[config.mk]
export PLATFORM = sky130hd
export DESIGN_NAME = dcache_ctrl
export DESIGN_NICKNAME = d
export VERILOG_FILES = /design/src/rtl/dcache_pkg.sv /design/src/rtl/dcache_sram.sv /design/src/rtl/dcache_ctrl.sv
export SDC_FILE = /design/constraint.sdc
export NUM_CORES = 2
export LEC_CHECK = 0
export BUFFER_PORTS_ARGS = -buffer_cell sky130_fd_sc_hd__buf_2
export CORE_MARGIN = 4
export CORE_UTILIZATION = 44
export CTS_CLUSTER_SIZE = 14
export DETAILED_ROUTE_END_ITERATION = 12
export GPL_TIMING_DRIVEN = 0
export PLACE_DENSITY = 0.59
export SLEW_MARGIN = 0
export SYNTH_ARGS = -nofsm -noshare
export SYNTH_HDL_FRONTEND = slang
export SYNTH_MEMORY_MAX_BITS = 65536
export SYNTH_SLANG_ARGS = --single-unit
[constraint.sdc]
create_clock -name clk_i -period 38.6 [get_ports clk_i]
set_input_delay 5.79 -clock clk_i [delete_from_list [all_inputs] [get_ports clk_i]]
set_output_delay 5.79 -clock clk_i [all_outputs]
set_load 0.1 [all_outputs]
[src/rtl/dcache_pkg.sv]
// Shared types and geometry helpers for the direct-mapped L1 data cache.
// Widths are derived from the set count and line width so the cache can be resized.
package dcache_pkg;

  localparam int ADDR_W     = 32;
  localparam int WORD_W     = 32;
  localparam int WORD_OFF_W = 2;

  function automatic int dc_off_w(input int line_w);
    return $clog2(line_w / 8);
  endfunction

  function automatic int dc_idx_w(input int num_sets);
    return $clog2(num_sets);
  endfunction

  function automatic int dc_tag_w(input int num_sets, input int line_w);
    return ADDR_W - dc_off_w(line_w) - dc_idx_w(num_sets);
  endfunction

  // Clears the byte-offset bits of an address to give its line address.
  function automatic logic [ADDR_W-1:0] dc_line_mask(input int line_w);
    logic [ADDR_W-1:0] off_bits;
    off_bits = ADDR_W'(line_w / 8 - 1);
    return ~off_bits;
  endfunction

  localparam int DC_NUM_SETS = 16;
  localparam int DC_LINE_W   = 256;
  localparam int DC_OFF_W    = dc_off_w(DC_LINE_W);
  localparam int DC_IDX_W    = dc_idx_w(DC_NUM_SETS);
  localparam int DC_TAG_W    = dc_tag_w(DC_NUM_SETS, DC_LINE_W);
  localparam int DC_WSEL_W   = DC_OFF_W - WORD_OFF_W;

  typedef enum logic [1:0] {
    S_IDLE,
    S_WRITEBACK,
    S_ALLOCATE,
    S_REFILL
  } state_e;

endpackage

[src/rtl/dcache_sram.sv]
// Valid/dirty/tag/data storage: asynchronous read by index, one synchronous write port.
// A line write (refill) marks the line valid and clean; a word write (store hit) marks it dirty.
module dcache_sram
  import dcache_pkg::*;
#(
  parameter int NUM_SETS = DC_NUM_SETS,
  parameter int LINE_W   = DC_LINE_W,
  parameter int IDX_W    = DC_IDX_W,
  parameter int TAG_W    = DC_TAG_W,
  parameter int WSEL_W   = DC_WSEL_W
) (
  input  logic              clk_i,
  input  logic              rst_i,
  input  logic [IDX_W-1:0]  i_idx,
  output logic              o_valid,
  output logic              o_dirty,
  output logic [TAG_W-1:0]  o_tag,
  output logic [LINE_W-1:0] o_line,
  input  logic              i_line_we,
  input  logic [TAG_W-1:0]  i_line_tag,
  input  logic [LINE_W-1:0] i_line_data,
  input  logic              i_word_we,
  input  logic [WSEL_W-1:0] i_wsel,
  input  logic [WORD_W-1:0] i_word_data
);

  logic [NUM_SETS-1:0] r_valid;
  logic [NUM_SETS-1:0] r_dirty;
  logic [TAG_W-1:0]    r_tag  [NUM_SETS];
  logic [LINE_W-1:0]   r_data [NUM_SETS];

  assign o_valid = r_valid[i_idx];
  assign o_dirty = r_dirty[i_idx];
  assign o_tag   = r_tag[i_idx];
  assign o_line  = r_data[i_idx];

  always_ff @(posedge clk_i or posedge rst_i) begin
    if (rst_i) begin
      r_valid <= '0;
      r_dirty <= '0;
    end else if (i_line_we) begin
      r_valid[i_idx] <= 1'b1;
      r_dirty[i_idx] <= 1'b0;
    end else if (i_word_we) begin
      r_dirty[i_idx] <= 1'b1;
    end
  end

  // Tag and data contents are meaningless until valid is set, so they carry no reset.
  always_ff @(posedge clk_i) begin
    if (i_line_we) begin
      r_tag[i_idx]  <= i_line_tag;
      r_data[i_idx] <= i_line_data;
    end else if (i_word_we) begin
      r_data[i_idx][i_wsel*WORD_W +: WORD_W] <= i_word_data;
    end
  end

endmodule

[src/rtl/dcache_ctrl.sv]
// Direct-mapped write-back, write-allocate L1 data cache controller.
// Hits complete combinationally; misses stall, write back a dirty victim, refill, then replay.
module dcache_ctrl
  import dcache_pkg::*;
#(
  parameter int NUM_SETS = DC_NUM_SETS,
  parameter int LINE_W   = DC_LINE_W
) (
  input  logic              clk_i,
  input  logic              rst_i,
  input  logic              cpu_req_i,
  input  logic              cpu_we_i,
  input  logic [ADDR_W-1:0] cpu_addr_i,
  input  logic [WORD_W-1:0] cpu_wdata_i,
  output logic [WORD_W-1:0] cpu_rdata_o,
  output logic              cpu_stall_o,
  output logic              mem_enable_o,
  output logic              mem_write_o,
  output logic [ADDR_W-1:0] mem_addr_o,
  output logic [LINE_W-1:0] mem_data_o,
  input  logic              mem_ack_i,
  input  logic [LINE_W-1:0] mem_data_i
);

  localparam int OFF_W  = dc_off_w(LINE_W);
  localparam int IDX_W  = dc_idx_w(NUM_SETS);
  localparam int TAG_W  = dc_tag_w(NUM_SETS, LINE_W);
  localparam int WSEL_W = OFF_W - WORD_OFF_W;

  state_e            r_state, w_state_nxt;
  logic              r_mem_enable, w_mem_enable_nxt;
  logic              r_mem_write, w_mem_write_nxt;
  logic [ADDR_W-1:0] r_mem_addr, w_mem_addr_nxt;
  logic [LINE_W-1:0] r_mem_data, w_mem_data_nxt;

  logic [IDX_W-1:0]  w_idx;
  logic [TAG_W-1:0]  w_tag;
  logic [WSEL_W-1:0] w_wsel;
  logic [ADDR_W-1:0] w_req_line;
  logic              w_valid, w_dirty;
  logic [TAG_W-1:0]  w_vtag;
  logic [LINE_W-1:0] w_line;
  logic              w_hit, w_miss, w_line_we, w_word_we;
  logic              w_unused_addr;

  assign w_idx         = cpu_addr_i[OFF_W +: IDX_W];
  assign w_tag         = cpu_addr_i[ADDR_W-1 -: TAG_W];
  assign w_wsel        = cpu_addr_i[WORD_OFF_W +: WSEL_W];
  assign w_req_line    = cpu_addr_i & dc_line_mask(LINE_W);
  assign w_unused_addr = ^cpu_addr_i[WORD_OFF_W-1:0];

  dcache_sram #(
    .NUM_SETS (NUM_SETS),
    .LINE_W   (LINE_W),
    .IDX_W    (IDX_W),
    .TAG_W    (TAG_W),
    .WSEL_W   (WSEL_W)
  ) u_sram (
    .clk_i       (clk_i),
    .rst_i       (rst_i),
    .i_idx       (w_idx),
    .o_valid     (w_valid),
    .o_dirty     (w_dirty),
    .o_tag       (w_vtag),
    .o_line      (w_line),
    .i_line_we   (w_line_we),
    .i_line_tag  (w_tag),
    .i_line_data (mem_data_i),
    .i_word_we   (w_word_we),
    .i_wsel      (w_wsel),
    .i_word_data (cpu_wdata_i)
  );

  // The victim is read through the request index, which the CPU holds stable during a miss.
  assign w_hit     = !rst_i && cpu_req_i && w_valid && (w_vtag == w_tag);
  assign w_miss    = !rst_i && cpu_req_i && !w_hit;
  assign w_word_we = (r_state == S_IDLE) && w_hit && cpu_we_i;
  assign w_line_we = (r_state == S_REFILL);

  assign cpu_rdata_o = ((r_state == S_IDLE) && w_hit) ? w_line[w_wsel*WORD_W +: WORD_W] : '0;
  assign cpu_stall_o = !rst_i && ((r_state != S_IDLE) || w_miss);

  always_comb begin
    w_state_nxt      = r_state;
    w_mem_enable_nxt = r_mem_enable;
    w_mem_write_nxt  = r_mem_write;
    w_mem_addr_nxt   = r_mem_addr;
    w_mem_data_nxt   = r_mem_data;
    case (r_state)
      S_IDLE: begin
        if (w_miss) begin
          w_mem_enable_nxt = 1'b1;
          if (w_valid && w_dirty) begin
            w_state_nxt     = S_WRITEBACK;
            w_mem_write_nxt = 1'b1;
            w_mem_addr_nxt  = {w_vtag, w_idx, {OFF_W{1'b0}}};
            w_mem_data_nxt  = w_line;
          end else begin
            w_state_nxt     = S_ALLOCATE;
            w_mem_write_nxt = 1'b0;
            w_mem_addr_nxt  = w_req_line;
          end
        end
      end
      // Enable stays high across the write-back to refill hand-off.
      S_WRITEBACK: begin
        if (mem_ack_i) begin
          w_state_nxt     = S_ALLOCATE;
          w_mem_write_nxt = 1'b0;
          w_mem_addr_nxt  = w_req_line;
        end
      end
      S_ALLOCATE: begin
        if (mem_ack_i) begin
          w_state_nxt      = S_REFILL;
          w_mem_enable_nxt = 1'b0;
        end
      end
      S_REFILL: w_state_nxt = S_IDLE;
      default:  w_state_nxt = S_IDLE;
    endcase
  end

  always_ff @(posedge clk_i or posedge rst_i) begin
    if (rst_i) begin
      r_state      <= S_IDLE;
      r_mem_enable <= 1'b0;
      r_mem_write  <= 1'b0;
      r_mem_addr   <= '0;
      r_mem_data   <= '0;
    end else begin
      r_state      <= w_state_nxt;
      r_mem_enable <= w_mem_enable_nxt;
      r_mem_write  <= w_mem_write_nxt;
      r_mem_addr   <= w_mem_addr_nxt;
      r_mem_data   <= w_mem_data_nxt;
    end
  end

  assign mem_enable_o = r_mem_enable;
  assign mem_write_o  = r_mem_write;
  assign mem_addr_o   = r_mem_addr;
  assign mem_data_o   = r_mem_data;

endmodule

# Yosys cells after proc, flatten, opt, wreduce, memory -nomap -nowiden
# Memory sizes are Yosys's and may differ from the RTL's.
# Index checks and enable logic that the tools add are counted.
[word_totals]
n_memories = 2
ramBits = 4464
reg_bits = 324
[op_classes]
n_eq_ne = 7
shifts = 3
add_sub_neg = 1
magnitude_cmp = 2
mux = 285
reduce_logical = 21
bitwise_logic = 260
[mem_list]
columns = ["name", "words", "width", "rd", "rd_clocked_by_memory_dff", "wr", "line", "rtl"]
rows = [
  ["u_sram.r_data", 16, 256, 1, 0, 1, "dcache_sram.sv:30", "logic [LINE_W-1:0] r_data [NUM_SETS];"],
  ["u_sram.r_tag", 16, 23, 1, 0, 1, "dcache_sram.sv:29", "logic [TAG_W-1:0] r_tag [NUM_SETS];"],
]
[ops]
columns = ["operator", "n"]
rows = [
  ["$mux 1", 267],
  ["$mux 256", 1],
  ["$or 1x1->1", 256],
  ["$shift 32x34->256 const A", 1],
  ["$shiftx 256x9->32", 1],
  ["$shiftx 32x34->256", 1],
  ["$mux 32", 4],
  ["$pmux 32 s2", 1],
  ["$neg 8->34", 1],
  ["$mux 16", 2],
  ["$or 16x16->16", 2],
  ["$eq 23x23->1", 1],
  ["$and 16x16->16", 1],
  ["$not 16->16", 1],
  ["$reduce_and 3->1", 4],
  ["$logic_and 1x1->1", 9],
  ["$bmux 1 s4", 2],
  ["$mux 2", 4],
  ["$pmux 2 s4", 1],
  ["$reduce_bool 2->1", 4],
  ["$ne 2x2->1 const B", 3],
  ["$lt 4x5->1 const B", 1],
  ["$demux 1 s4", 1],
  ["$eq 2x2->1 const B", 2],
  ["6 further kinds", 8],
]

# Logic depth before layout (Yosys ltp)
[logic_depth]
ltp_word = 10
depth_mapped = 18

# Modules after synthesis
# From an unflattened synthesis, not the netlist that was laid out.
[hier_totals]
cells_unflattened = 8398
hier_area_um2 = 186634.0
[modules_own_cells]
columns = ["mod", "seq_area_each_um2", "area_per_inst_um2", "cells_per_inst", "instances"]
rows = [
  ["dcache_sram", 134849.3, 171966.2, 7502, 1],
  ["dcache_ctrl", 7181.9, 14667.8, 896, 1],
]

# Least setup slack after synthesis
# OpenSTA, ideal clock, no wires.
[synth_timing]
path_type = "input -> output"
startpoint = "input port rst_i"
endpoint = "output port cpu_rdata_o[10]"
stages = 8
arrival_ns = 18.788
path_slack_ns = 14.022
required_time_ns = 32.810
cell_sequence = "inv_1 > nand2_1 > nor4_1 > o211ai_1 > or4b_1 > nor3_1 > nand2_1 > a2111oi_0"
[synth_via]
elab_chain_len = 6
[synth_lines]
columns = ["item", "line", "rtl"]
rows = [
  ["start, declared", "dcache_ctrl.sv:10", "input logic rst_i,"],
  ["$logic_not 1->1 (no line)", "-", ""],
  ["$logic_and 1x1->1 (3 in series)", "dcache_ctrl.sv:75", "assign w_hit = !rst_i && cpu_req_i && w_valid && (w_vtag == w_tag);"],
  ["$logic_and 1x1->1", "dcache_ctrl.sv:80", "assign cpu_rdata_o = ((r_state == S_IDLE) && w_hit) ? w_line[w_wsel*WORD_W +: WORD_W] : '0;"],
  ["$mux 32", "dcache_ctrl.sv:80", ""],
  ["end, declared", "dcache_ctrl.sv:15", "output logic [WORD_W-1:0] cpu_rdata_o,"],
]
# No other way between the ends.

# Worst setup path in the final report
[layout_timing]
startpoint = "input port cpu_addr_i[6]"
endpoint = "output port cpu_rdata_o[1]"
[layout_via]
elab_chain_len = 6
word_cells_on_any_way = 10
[layout_lines]
columns = ["item", "line", "rtl"]
rows = [
  ["start, declared", "dcache_ctrl.sv:13", "input logic [ADDR_W-1:0] cpu_addr_i,"],
  ["branches (longest 5 deep; another with $mem_v2 16x256)", "-", ""],
  ["$mux 32 (*)", "dcache_ctrl.sv:80", ""],
]
# Every way passes the cells marked *. The select of a mux whose other input is x is not followed.

==> results_dict.tcl <==
set metrics [dict create \
    die-area_um2 435000 \
    period_share 0.502 \
    avgSynthCellArea_um2 23.0 \
    final_nets 9745 \
    cts.sinks 4783 \
    whs_endpoint "u_sram.r_valid[14]$_DFFE_PP0P_" \
    hold_slack_ns 0.464 \
    setup_tns_ns 0 \
    worst_slew_pin_slew_ns 1.60 \
    yosys.area_share.simple 0.0132 \
    viasPerCell 6.29 \
    synthMuxAreaShare 0.204 \
    clock_skew_ns 0.101 \
    hp-class "flip-flop to flip-flop" \
    drv_cap 11 \
    power_frac_seq 0.502 \
    synthCells 8135 \
    die_w_um 660 \
    synth_largest_area_cell "edfxtp_1" \
    vias 98756 \
    cts_root_buf "clkbuf_16" \
    endpoint_kind "output pin" \
    regToRegEndpoint "u_sram.r_data[15][146]$_DFFE_PP_" \
    finalHoldViolations 0 \
    io_buffers 636 \
    hold_buffers 0 \
    yosysWarnings 0 \
    cts_buffers 470 \
    power_leakage_nw 71.9 \
    cp.required_ns 32.81 \
    power_frac_clock 0.402 \
    worst_slack_ns 19.24 \
    whs_path_depth 1 \
    rr_startpoint "u_sram.r_tag[8][4]$_DFFE_PP_" \
    clkLatencyLatePin_ns 1.07 \
    grt_max_degree 123 \
    die_y_um 660 \
    synth-seq-cells 4783 \
    first_global_vias 95345 \
    cts.htree.levels 5 \
    synth_top_flop_cell "edfxtp_1" \
    clockBufferDepth 4 \
    cts-resized-gates 0 \
    area_growth_pct 16.6 \
    synth_top_family_by_area "multiplexers" \
    synth_fa_ha_area_frac 0.000402 \
    rsz0062_at_grt "no" \
    place_congestion 0.979 \
    layout-drive-gt1-share 0.336 \
    p_switching_mw 2.84 \
    violations "capacitance limit, slew limit" \
    synth-seq-area-share 0.760 \
    drc_errors 0 \
    r2r_cells 12 \
    synthArstFlopShare 0.0667 \
    ant_nets 0 \
    path_class "input port to output pin" \
    critPathArrivalTime_ns 13.58 \
    start_util 0.441 \
    first_pass_iters 6 \
    wl_mm 645 \
    hold_path_startpoint "u_sram.r_valid[14]$_DFFE_PP0P_" \
    dpl_cell_area_um2 202000 \
    cp-start-kind "input port" \
    ys_types 77 \
    power.density_nw_per_um2 53.4 \
    final_cells 15696 \
    track_usage 0.293 \
    outcome "finished with violations" \
    antenna_found_initial 137 \
    clk_pin_slew_worst_paths_ns 0.06 \
    synth-xor-area-share 0.00141 \
    yosys.area.top_type_share 0.717 \
    path_max_fanout 14 \
    wl_per_cell_um 41.1 \
    grt_pass1_wl_mm 853 \
    fmax_ghz 0.0516 \
    drt_iter0_drc 14555 \
    pin_count 648 \
    rrSetupSlack_ns 32.61 \
    pwr-share-comb 0.097 \
    syn_area_um2 187000 \
    drv_slew 85 \
    p_int_mw 8.81 \
    gr-total-overflow 0 \
    cts_tree "yes" \
    synth_edf_count 4464 \
    synth_common_cells "edfxtp_1 (4,464), mux4_2 (1,403), mux2_1 (442)" \
    ir_worst_vdd_uv 93.1 \
    dpl.hpwl_mm 448 \
    synth_compound_area_frac 0.00862 \
    swShare 0.244 \
    core_area_um2 423000 \
    setup_viol 0 \
    post_cts_buffers 0 \
    post-synth-top-count-cell "edfxtp_1" \
    rows 239 \
    period_needed_ns 19.37 \
    slew-limit-headroom -0.0713 \
    design_area_um2 218000 \
    synthTopCellsByArea "edfxtp_1 (72%), mux4_2 (17%), dfrtp_1 (4.3%)" \
    post-place-ws_ns 19.58 \
    placedCellCount 14599 \
]
-- metal layers --
metal | GRT usage | up-vias | wire (um)
met5 | 0 | - | 376
met4 | 0.194 | 40 | 49300
met3 | 0.0710 | 1436 | 69900
met2 | 0.454 | 6930 | 304000
met1 | 0.369 | 53089 | 221000
li1 | - | 37261 | -
-- stage by stage --
step	util	power (mW)
2_1_floorplan	-	6.52
3_3_place_gp	0.466	6.99
3_5_place_dp	0.476	7.06
4_1_cts	0.513	11.7
5_1_grt	0.514	11.9
6_report	0.515	11.6
-- cell type report --
type	instances	area, um2
antenna	216	541
buffer	465	2250
fill	33122	205000
multi-input combinational	2861	43600
tap	5663	7090
sequential	4783	142000
clock buffer	613	12600
timing repair buffer	803	6790
inverter	30	120
clock inverter	262	2930
-- worst max-delay path, stage by stage --
cell and delay (ns):
buf_2 0.19, clkbuf_1 0.52, clkbuf_1 0.86, clkbuf_1 0.82
clkbuf_2 0.81, clkbuf_2 0.74, clkbuf_1 1.01, mux4_2 0.43
mux4_2 0.50, mux4_2 0.57, nand2_1 0.11, a21oi_1 0.55
buf_2 0.56
-- registers in the layout (all words and copies together), names as in the netlist, named ones only --
register,count
u_sram.r_data,4096
mem_enable_o,1
mem_write_o,1
u_sram.r_tag,368
mem_addr_o,27
r_state,2
u_sram.r_valid,16
mem_data_o,256
-- kinds of logic (layout without fill, tap and decap cells) --
kind of cell / Yosys count / after routing
simple gates: 583 / 583
mux: 1987 / 1987
other cells: 1 / 221
fa+ha+maj: 6 / 6
compound gates: 250 / 250
buf+inv: 495 / 2173
xor+xnor: 30 / 30
flops: 4783 / 4783
-- placed cells by master (no fill, tap or decap), types with 12 or more instances in the layout --
cell type / count
edfxtp_1: 4464
clkinvlp_4: 17
xor2_1: 12
mux4_2: 1403
o21ai_0: 23
xnor2_1: 18
mux2i_1: 88
buf_4: 52
buf_12: 121
o41ai_1: 16
diode_2: 216
clkinv_2: 72
buf_6: 15
nor2_1: 44
o21ai_1: 61
clkbuf_1: 349
nor2_4: 112
clkbuf_8: 20
a22oi_1: 28
o21ai_4: 16
buf_1: 33
nand3_1: 23
buf_16: 41
nand2_1: 307
mux2_1: 442
inv_2: 16
mux2_2: 52
bufinv_16: 58
nand2b_1: 22
clkinv_1: 95
clkbuf_16: 475
buf_2: 742
clkbuf_2: 25
a21oi_1: 47
nor3_1: 13
dfrtp_1: 319
nor2b_1: 15
-- worst max-delay path by stage --
stage,slack [ns],depth (start not counted),endpoint,startpoint
2_1_floorplan,14.02,8,cpu_rdata_o[10],rst_i
3_3_place_gp,10.98,10,cpu_rdata_o[20],rst_i
3_5_place_dp,19.58,13,cpu_rdata_o[0],cpu_addr_i[6]
4_1_cts,19.58,13,cpu_rdata_o[0],cpu_addr_i[6]
5_1_grt,19.49,13,cpu_rdata_o[2],cpu_addr_i[6]
6_report,19.24,13,cpu_rdata_o[1],cpu_addr_i[6]
-- power groups by stage --
stage,clock network (mW),registers [mW],logic [mW]
finish,4.68,5.84,1.13
floorplan,0,6.05,0.470
global route,4.93,5.85,1.15
detailed placement,0,5.95,1.11
CTS,4.70,5.84,1.11
global placement,0,5.96,1.03
(Power assumes the default switching activity.)
